<file path="config.mk">
export PLATFORM = sky130hd
export DESIGN_NAME = drs_event_builder
export DESIGN_NICKNAME = d
export VERILOG_FILES = /design/src/rtl/drs_event_builder.sv
export SDC_FILE = /design/constraint.sdc
export NUM_CORES = 1
export LEC_CHECK = 0
export CAP_MARGIN = 20
export CORE_ASPECT_RATIO = 0.6
export CORE_MARGIN = 2
export CORE_UTILIZATION = 35
export DETAILED_ROUTE_END_ITERATION = 10
export PLACE_DENSITY = 0.57
export SLEW_MARGIN = 25
export SYNTH_ARGS = -nofsm -noshare
export SYNTH_HDL_FRONTEND = slang
export SYNTH_SLANG_ARGS = --single-unit
export TNS_END_PERCENT = 100
</file>
<file path="constraint.sdc">
create_clock -name CLK -period 5.8 [get_ports CLK]
set_input_delay 0.87 -clock CLK [delete_from_list [all_inputs] [get_ports CLK]]
set_output_delay 0.87 -clock CLK [all_outputs]
set_load 0.1 [all_outputs]
</file>
<file path="src/rtl/drs_event_builder.sv">
// Frames each completed DRS event from the readout data FIFO into a packet
// (header, payload, trailer) and streams it out over a valid/ready byte port.
module drs_event_builder #(
    parameter logic [15:0] HDR_MAGIC = 16'h5A5A,
    parameter logic [15:0] TRL_MAGIC = 16'hA5A5,
    parameter int          PEND_W    = 4
) (
    input  logic        CLK,
    input  logic        RST,
    input  logic        EVT_DONE,
    input  logic [12:0] DRS_READDEPTH,
    output logic        DFIFO_RD_EN,
    input  logic [7:0]  DFIFO_DOUT,
    input  logic        DFIFO_EMPTY,
    input  logic        DFIFO_VALID,
    output logic [7:0]  TX_DATA,
    output logic        TX_VALID,
    input  logic        TX_READY,
    output logic [31:0] EVT_COUNT,
    output logic        BUSY,
    output logic        PEND_OVF
);

    localparam logic [1:0] S_IDLE = 2'd0;
    localparam logic [1:0] S_HDR  = 2'd1;
    localparam logic [1:0] S_PAY  = 2'd2;
    localparam logic [1:0] S_TRL  = 2'd3;

    localparam logic [PEND_W-1:0] PEND_MAX = {PEND_W{1'b1}};

    logic [1:0]        state;
    logic [2:0]        evt_sync;
    logic              evt_edge;
    logic [PEND_W-1:0] pending;
    logic              pend_ovf;
    logic [31:0]       evt_count;
    logic [15:0]       pay_len;
    logic [15:0]       byte_idx;
    logic [15:0]       reads_issued;
    logic              rd_inflight;

    logic [7:0]        skid_mem [2];
    logic              skid_wr_ptr;
    logic              skid_rd_ptr;
    logic [1:0]        skid_cnt;
    logic [2:0]        skid_load;

    logic              tx_valid;
    logic [7:0]        tx_data;
    logic [7:0]        hdr_byte;
    logic              tx_fire;
    logic              rd_en;
    logic              skid_push;
    logic              skid_pop;
    logic              pkt_done;

    // evt_sync[1:0] is the synchroniser, evt_sync[2] the history for edge detect.
    always_ff @(posedge CLK or negedge RST) begin
        if (!RST) begin
            evt_sync <= 3'b000;
        end else begin
            // NOTE: sequential state uses non-blocking assignments so every flop
            // samples the pre-edge values, regardless of statement order.
            evt_sync <= {evt_sync[1:0], EVT_DONE};
        end
    end

    assign evt_edge = evt_sync[1] & ~evt_sync[2];

    always_comb begin
        // NOTE: every combinational output gets a default first so no path
        // through the case leaves it unassigned and infers a latch.
        hdr_byte = 8'h00;
        case (byte_idx[2:0])
            3'd0: hdr_byte = HDR_MAGIC[15:8];
            3'd1: hdr_byte = HDR_MAGIC[7:0];
            3'd2: hdr_byte = evt_count[31:24];
            3'd3: hdr_byte = evt_count[23:16];
            3'd4: hdr_byte = evt_count[15:8];
            3'd5: hdr_byte = evt_count[7:0];
            3'd6: hdr_byte = pay_len[15:8];
            3'd7: hdr_byte = pay_len[7:0];
            default: hdr_byte = 8'h00;
        endcase
    end

    always_comb begin
        tx_valid = 1'b0;
        tx_data  = 8'h00;
        case (state)
            S_HDR: begin
                tx_valid = 1'b1;
                tx_data  = hdr_byte;
            end
            S_PAY: begin
                tx_valid = (skid_cnt != 2'd0);
                tx_data  = (skid_cnt != 2'd0) ? skid_mem[skid_rd_ptr] : 8'h00;
            end
            S_TRL: begin
                tx_valid = 1'b1;
                tx_data  = byte_idx[0] ? TRL_MAGIC[7:0] : TRL_MAGIC[15:8];
            end
            default: begin
                tx_valid = 1'b0;
                tx_data  = 8'h00;
            end
        endcase
    end

    assign tx_fire   = tx_valid & TX_READY;
    assign skid_pop  = (state == S_PAY) & tx_fire;
    assign skid_push = DFIFO_VALID & rd_inflight;
    assign skid_load = {1'b0, skid_cnt} + {2'b00, rd_inflight};
    assign pkt_done  = (state == S_TRL) & tx_fire & byte_idx[0];

    // Counting the byte leaving this cycle as free lets reads overlap the pop,
    // which is what sustains one payload byte per cycle.
    assign rd_en = (state == S_PAY) && !DFIFO_EMPTY && (reads_issued < pay_len) &&
                   ((skid_load - {2'b00, skid_pop}) < 3'd2);

    always_ff @(posedge CLK or negedge RST) begin
        if (!RST) begin
            state     <= S_IDLE;
            byte_idx  <= 16'd0;
            pay_len   <= 16'd0;
            evt_count <= 32'd0;
        end else begin
            case (state)
                S_IDLE: begin
                    if (pending != '0) begin
                        state    <= S_HDR;
                        byte_idx <= 16'd0;
                        pay_len  <= 16'd4 + {1'b0, DRS_READDEPTH, 2'b00};
                    end
                end
                S_HDR: begin
                    if (tx_fire) begin
                        if (byte_idx[2:0] == 3'd7) begin
                            state    <= S_PAY;
                            byte_idx <= 16'd0;
                        end else begin
                            byte_idx <= byte_idx + 16'd1;
                        end
                    end
                end
                S_PAY: begin
                    if (tx_fire) begin
                        if (byte_idx == pay_len - 16'd1) begin
                            state    <= S_TRL;
                            byte_idx <= 16'd0;
                        end else begin
                            byte_idx <= byte_idx + 16'd1;
                        end
                    end
                end
                S_TRL: begin
                    if (tx_fire) begin
                        if (byte_idx[0]) begin
                            state     <= S_IDLE;
                            byte_idx  <= 16'd0;
                            evt_count <= evt_count + 32'd1;
                        end else begin
                            byte_idx <= byte_idx + 16'd1;
                        end
                    end
                end
                default: state <= S_IDLE;
            endcase
        end
    end

    always_ff @(posedge CLK or negedge RST) begin
        if (!RST) begin
            pending  <= '0;
            pend_ovf <= 1'b0;
        end else begin
            if (evt_edge && !pkt_done) begin
                if (pending == PEND_MAX) begin
                    pend_ovf <= 1'b1;
                end else begin
                    pending <= pending + 1'b1;
                end
            end else if (pkt_done && !evt_edge) begin
                pending <= pending - 1'b1;
            end
        end
    end

    always_ff @(posedge CLK or negedge RST) begin
        if (!RST) begin
            reads_issued <= 16'd0;
            rd_inflight  <= 1'b0;
            skid_wr_ptr  <= 1'b0;
            skid_rd_ptr  <= 1'b0;
            skid_cnt     <= 2'd0;
        end else begin
            rd_inflight <= rd_en;
            if (state != S_PAY) begin
                reads_issued <= 16'd0;
            end else if (rd_en) begin
                reads_issued <= reads_issued + 16'd1;
            end
            if (skid_push) begin
                skid_wr_ptr <= ~skid_wr_ptr;
            end
            if (skid_pop) begin
                skid_rd_ptr <= ~skid_rd_ptr;
            end
            case ({skid_push, skid_pop})
                2'b10:   skid_cnt <= skid_cnt + 2'd1;
                2'b01:   skid_cnt <= skid_cnt - 2'd1;
                default: skid_cnt <= skid_cnt;
            endcase
        end
    end

    // NOTE: the skid storage has no reset; it is only ever read while skid_cnt
    // says an entry was written, and leaving it out keeps plain RAM-style flops.
    always_ff @(posedge CLK) begin
        if (skid_push) begin
            skid_mem[skid_wr_ptr] <= DFIFO_DOUT;
        end
    end

    assign DFIFO_RD_EN = rd_en;
    assign TX_DATA     = tx_data;
    assign TX_VALID    = tx_valid;
    assign EVT_COUNT   = evt_count;
    assign BUSY        = (state != S_IDLE);
    assign PEND_OVF    = pend_ovf;

endmodule
</file>
# --- Word level (Yosys, flattened, before mapping) ---
# Memory sizes are Yosys's and may differ from the RTL's.
# Index checks and enable logic that the tools add are counted.
word_totals:
  out_inout_bits: 44
  inputBits: 27
  latchBits: 0
  rom_bits: 0
  regBits: 95
  elab_cells: 110
  mem_bits_rw: 16
  n_memories: 1
classes:
  multipliers: 0
  order_cmp: 2
  n_reduce_logical: 24
  shift: 0
  muxes: 28
  bitwise: 9
  n_addsub: 11
  div: 0
  eq_ne: 23
mem_list:
  columns: ["name", "words", "width", "read_ports", "rd_ports_with_merged_regs", "write_ports", "line", "text"]
  rows:
  - ["skid_mem", 2, 8, 1, 0, 1, "42", "logic [7:0] skid_mem [2];"]
ops:
  columns: ["cell", "n"]
  rows:
  - ["$mux W16", 9]
  - ["$pmux W16 S4", 1]
  - ["$pmux W8 S7", 1]
  - ["$add A16 B1 Y16 const B", 2]
  - ["$add A32 B1 Y32 const B", 1]
  - ["$pmux W8 S3", 1]
  - ["$add A3 B15 Y16 const A", 1]
  - ["$eq A16 B16 Y1", 1]
  - ["$lt A16 B16 Y1", 1]
  - ["$ne A2 B2 Y1 const B", 8]
  - ["$sub A16 B1 Y16 const B", 1]
  - ["$mux W2", 7]
  - ["$eq A3 B3 Y1 const B", 4]
  - ["$mux W4", 3]
  - ["$reduce_bool A2 Y1", 5]
  - ["$mux W8", 1]
  - ["$pmux W2 S4", 1]
  - ["$reduce_and A7 Y1", 1]
  - ["$and A1 B1 Y1", 6]
  - ["$eq A2 B2 Y1 const B", 3]
  - ["$eq A3 B2 Y1 const B", 2]
  - ["$reduce_and A2 Y1", 3]
  - ["$logic_and A1 B1 Y1", 5]
  - ["$add A4 B1 Y4 const B", 1]
  - ["21 further kinds", 28]

# --- Logic depth before layout (Yosys ltp) ---
logic_depth:
  depth_word: 10
  mapped_depth: 17
  mapped_depth_nobuf: 15

# --- Worst setup path after synthesis ---
# Ideal clock, no wire load.
synth_path:
  kind: "reg2out"
  start: "register state[0]"
  end: "output port DFIFO_RD_EN"
  arrival_time_ns: 5.122
  slack_ns: -0.192
  path_buffers: 2
  path_stages_with_launch: 16
  t_required_ns: 4.930
  path_cell_list: "dfrtp_1 > inv_1 > ha_1 > buf_2 > o21a_1 > clkbuf_1 > nor3_1 > nor3_1 > and2_1 > ha_1 > nor2b_1 > fa_1 > or4b_1 > a2111oi_2 > o21ai_2 > a21oi_1"
synth_via:
  elab_chain_len: 8
  elab_cells_between_ends: 12
  classes_between: "1 x add/sub; 1 x order compare; 3 x eq/ne; 1 x mux; 2 x bitwise; 4 x reduce/logical"
synth_lines:
  columns: ["element", "line", "text"]
  rows:
  - ["start: declaration", "31", "logic [1:0] state;"]
  - ["start signal: assignment", "123", "state <= S_IDLE;"]
  - ["start signal: assignment", "131", "state <= S_HDR;"]
  - ["start signal: assignment", "139", "state <= S_PAY;"]
  - ["$eq A2 B2 Y1 / $eq A2 B1 Y1 (equally long branches)", "90", "case (state)"]
  - ["$reduce_or A2 Y1 (no line)", null, null]
  - ["$pmux W1 S2", "90", null]
  - ["$and A1 B1 Y1", "110", "assign tx_fire = tx_valid & TX_READY;"]
  - ["$and A1 B1 Y1 (*)", "111", "assign skid_pop = (state == S_PAY) & tx_fire;"]
  - ["via skid_pop", "54", "logic skid_pop;"]
  - ["$sub A3 B1 Y3 (*)", "119", "((skid_load - {2'b00, skid_pop}) < 3'd2);"]
  - ["$lt A3 B2 Y1 (*)", "119", null]
  - ["$logic_and A1 B1 Y1 (*)", "118", "assign rd_en = (state == S_PAY) && !DFIFO_EMPTY && (reads_issued < pay_len) &&"]
  - ["end: declaration", "12", "output logic DFIFO_RD_EN,"]
# The timed path passes the listed nets; every way through them passes the cells marked *.

# --- Worst setup path after layout ---
layout_path:
  start: "input port TX_READY"
  end: "output port DFIFO_RD_EN"
layout_via:
  elab_chain_len: 5
layout_lines:
  columns: ["element", "line", "text"]
  rows:
  - ["start: declaration", "18", "input logic TX_READY,"]
  - ["$and A1 B1 Y1", "110", null]
  - ["$and A1 B1 Y1", "111", null]
  - ["via skid_pop", "54", null]
  - ["$sub A3 B1 Y3", "119", null]
  - ["$lt A3 B2 Y1", "119", null]
  - ["$logic_and A1 B1 Y1", "118", null]
# The timed path passes the listed nets, and every way through them passes these cells.

==> impl_table.tex <==
\begin{tabular}{lr}
\hline
Metric & Value \\
\hline
\multicolumn{2}{l}{\textbf{Synthesis}} \\
Flip-flop cell with the highest count after synthesis & sky130\_fd\_sc\_hd\_\_dfrtp\_1 \\
Register bit total from synthesis & 109 \\
Post-Syn Area per Cell & just under 10 µm² \\
Sequential fraction of the synthesis area & between 40\% and 50\% \\
Number of different library cells in the post-synthesis netlist & 65 \\
Number of flops mapped to enable cells by yosys & 16 \\
Async set-or-reset flop fraction in the synthesized netlist & 85.3\% \\
Net Count, Synth & 740 \\
Netlist area before placement & 6670 µm² \\
Instance count of the mapped netlist & just under 700 \\
Yosys warning total & 0 \\
\multicolumn{2}{l}{\textbf{CTS}} \\
Cell at the root of the clock tree & sky130\_fd\_sc\_hd\_\_clkbuf\_16 \\
CTS Buf Count & 9 \\
Max Buffers Root-to-Sink & 2 \\
Deepest level of the CTS H-tree & 3 \\
Worst skew pair latency & roughly 0.35 ns \\
Count of buffers added by post-CTS timing repair for setup & 0 \\
Sinks on the clock net & between 100 and 150 \\
CTS Hold Buffers Added & 0 \\
Clock tree from TritonCTS & done \\
Clock-pin slew on the worst setup and hold paths & 0.08 ns \\
Cts repair resizes & 0 \\
\multicolumn{2}{l}{\textbf{Power and ir drop}} \\
Worst supply voltage drop on vdd & 0.000416 V \\
Switching portion of total power & 50.0\% \\
Clock share of power & around 18\% \\
Combinational Power Share & 50.0\% \\
Total net switching power & 1.70 mW \\
Power density cells & 432 nW/µm² \\
Reported leakage power & 3.37 nW \\
Share of total power in sequential cells & 32.2\% \\
Internal portion of total power & 1.70 mW \\
\multicolumn{2}{l}{\textbf{STA}} \\
Slew at the pin closest to its max-slew limit & 0.987 ns \\
Setup TNS & 0 ns \\
Post-layout minimum cycle time & 5.44 ns \\
Worst slew margin relative to its limit & between 30 and 40\% \\
Post-route clock period utilization & approximately 94\% \\
Final setup skew & 0.00719 ns \\
Fmax & 184 MHz \\
Number of endpoints failing setup at the final stage & 0 \\
Unrepaired setup endpoints after global routing & no \\
Number of max-slew violations in the final report & 0 \\
Hold Violations, Final & 0 \\
\multicolumn{2}{l}{\textbf{Die}} \\
Count of standard-cell rows & 39 \\
DIE AREA & 20,200 µm² \\
Effective utilization at floorplan & between 30\% and 40\% \\
DIE HEIGHT & 111 µm \\
Placeable core area & 18,800 µm² \\
Die Width & about 180 µm \\
Top Ports & 71 \\
\multicolumn{2}{l}{\textbf{Drt}} \\
ANT nets after route & 0 \\
Via density per instance & 5.37 \\
Number of iterations in the first detailed-routing pass & 7 \\
Count of unresolved DRC violations after routing & 0 \\
Total wire length after detailed routing & 17,700 µm \\
Count of vias placed by the detailed router & 5,311 \\
Number of violations reported at the end of detailed-routing iteration 0 & 547 \\
Post-DR wirelength/cell & roughly 18 µm \\
\multicolumn{2}{l}{\textbf{Flow run}} \\
Number of violations of the max-capacitance limit & 0 \\
\multicolumn{2}{l}{\textbf{Final layout}} \\
Final instance area & 7880 µm² \\
Net count of the finished layout & 798 \\
Commonest cells after routing, fill and taps aside & sky130\_fd\_sc\_hd\_\_dfrtp\_1 (93), sky130\_fd\_sc\_hd\_\_nand2\_1 (76), sky130\_fd\_sc\_hd\_\_clkdlybuf4s50\_1 (68) \\
Layout area overhead & 18.3\% \\
Most common cell after layout, fill and taps aside & sky130\_fd\_sc\_hd\_\_dfrtp\_1 \\
Diode insertion count for antenna repair & 0 \\
Layout cells sized above 1 & about 7.9\% \\
Core utilization of the finished layout & 41.9\% \\
\multicolumn{2}{l}{\textbf{Global route}} \\
GRT Residual Overflow & 0 \\
Initial antenna violation count & 0 \\
Global-route wire length before repair & 28,500 µm \\
Gr usage total & between 10\% and 20\% \\
Via count of the first global-routing pass & about 5.2k \\
Maximum number of pins on one net before global-route repair & 82 \\
\multicolumn{2}{l}{\textbf{Placed design}} \\
Post-detailed-placement half-perimeter wirelength & 13,500 µm \\
Final weighted congestion in routability-driven placement & between 0.8 and 0.9 \\
IO buf count & 70 \\
Placed cell areas & 7600 µm² \\
\multicolumn{2}{l}{\textbf{Setup path}} \\
Register-to-register setup slack & 1.28 ns \\
Endpoint of the worst-slack reg-to-reg timing path & reads\_issued[11] \\
Worst Setup End Kind & primary output \\
Maximum fanout along the worst path & 7 \\
Data required time at the worst endpoint & roughly 5 ns \\
Path depth of the worst reg2reg path & 15 \\
Crit path max-delay cell type & sky130\_fd\_sc\_hd\_\_clkdlybuf4s50\_1 \\
Total stage count of the critical path & 12 \\
Critical path origin & TX\_READY \\
Delay contributed by the slowest stage of the critical path & 0.52 ns \\
Kind of start point of the critical path & primary input \\
Arr. time, crit path & 4.57 ns \\
Buffers and inverters on the worst path & 3 \\
Setup Crit Path Kind & primary input to primary output \\
Delay-heaviest family, CP & simple AND/OR/NAND/NOR gates \\
Chain of cells forming the critical path & clkdlybuf4s50\_1 > inv\_1 > nor3\_1 > and2\_1 > ha\_1 > nor2b\_1 > fa\_1 > or4b\_1 > a2111oi\_2 > o21ai\_2 > a21oi\_2 > buf\_12 \\
Critical Path End & DFIFO\_RD\_EN \\
Reg-to-reg startpoint & state[0] \\
\multicolumn{2}{l}{\textbf{Run status}} \\
Status & complete, no violations \\
\multicolumn{2}{l}{\textbf{Hold path}} \\
Worst min-delay path class & primary input to asynchronous set/reset pin \\
\hline
\end{tabular}
-- worst reg2reg max path: stages, from the launching register on --
cell and delay [ns]:
sky130_fd_sc_hd__dfrtp_1 0.41, sky130_fd_sc_hd__inv_1 0.11, sky130_fd_sc_hd__ha_1 0.17, sky130_fd_sc_hd__o21a_1 0.30, sky130_fd_sc_hd__nor3_1 0.13, sky130_fd_sc_hd__nor3_1 0.25
sky130_fd_sc_hd__and2_1 0.26, sky130_fd_sc_hd__ha_1 0.26, sky130_fd_sc_hd__nor2b_1 0.16, sky130_fd_sc_hd__fa_1 0.43, sky130_fd_sc_hd__or4b_1 0.49, sky130_fd_sc_hd__a2111oi_2 0.39
sky130_fd_sc_hd__o21ai_2 0.23, sky130_fd_sc_hd__a2111oi_4 0.47, sky130_fd_sc_hd__nand4_1 0.19, sky130_fd_sc_hd__mux2i_1 0.19
-- stage by stage --
step | worst slack, ns | hold WS [ns] | cells | total power [mW]
after floorplan | 0.508 | 0.331 | 680 | 2.36
after global placement | 0.500 | 0.350 | 973 | 2.76
after detailed placement | 0.381 | 0.368 | 973 | 2.81
after CTS | 0.298 | 0.341 | 989 | 3.42
after global routing | 0.0498 | 0.340 | 989 | 3.61
final | 0.361 | 0.341 | 989 | 3.41
-- worst min path at each step --
stage                     slack (ns)             to  cells past startpoint        start
after global routing            0.34  EVT_COUNT[25]                      1          RST
after detailed placement        0.37    evt_sync[2]                      0  evt_sync[1]
final                           0.34  EVT_COUNT[25]                      1          RST
after floorplan                 0.33    evt_sync[1]                      0  evt_sync[0]
after global placement          0.35    evt_sync[1]                      0  evt_sync[0]
after CTS                       0.34  EVT_COUNT[25]                      1          RST
-- power by group through the flow --
stage          Combinational (mW)  Sequential [mW]  Clock (mW)
6_report                     1.70             1.10       0.608
5_1_grt                      1.84             1.12       0.654
4_1_cts                      1.71             1.10       0.619
3_5_place_dp                 1.70             1.11           0
3_3_place_gp                 1.66             1.10           0
2_1_floorplan                1.28             1.08           0
-- state kept, by name, summed over array words and instances, names as in the netlist --
register and cells:
skid_cnt 2, skid_mem 16, skid_rd_ptr 1, rd_inflight 1
skid_wr_ptr 1, pending 4, pay_len 14, EVT_COUNT 32
PEND_OVF 1, state 2, evt_sync 3, reads_issued 16
byte_idx 16
-- metal layers --
layer,share of wire (%),global-route usage [%],vias to the layer above
met4,0.88,3.55,0
met5,0,0,-
li1,-,-,2543
met3,6.8,4.70,14
met2,40,24.5,163
met1,52,28.3,2591
-- synth_stat cells (all sizes together), types with 13 or more instances --
cell	instances	area, µm²
and3	22	138
ha	31	388
inv	32	120
o21ai	24	128
xnor2	37	324
nand3	42	210
a31oi	13	111
edfxtp	16	480
xor2	38	333
nand4	17	106
nand2	77	292
mux2	20	225
a21oi	19	98.9
nor2b	13	81.3
nand2b	14	87.6
dfrtp	93	2330
nor2	35	131
clkbuf	20	75.1
nor3	17	101
-- kinds of logic (layout without fill, tap and decap cells) --
logic type	Yosys count	in the layout	synth area share (%)
mux	29	29	4.73
fa+ha+maj	33	33	6.42
xor+xnor	75	75	9.85
flops	109	109	42.1
compound gates	109	109	12.4
buf+inv	59	122	3.62
simple gates	266	266	20.8
-- cell type report --
cell class,count,area [µm²]
sequential,109,2810
clock inverter,7,60.1
fill,1862,11000
clock buffer,9,225
timing repair buffer,74,742
tap,246,308
multi-input combinational,512,3620
inverter,32,120
Power figures use the tool's default switching activity.
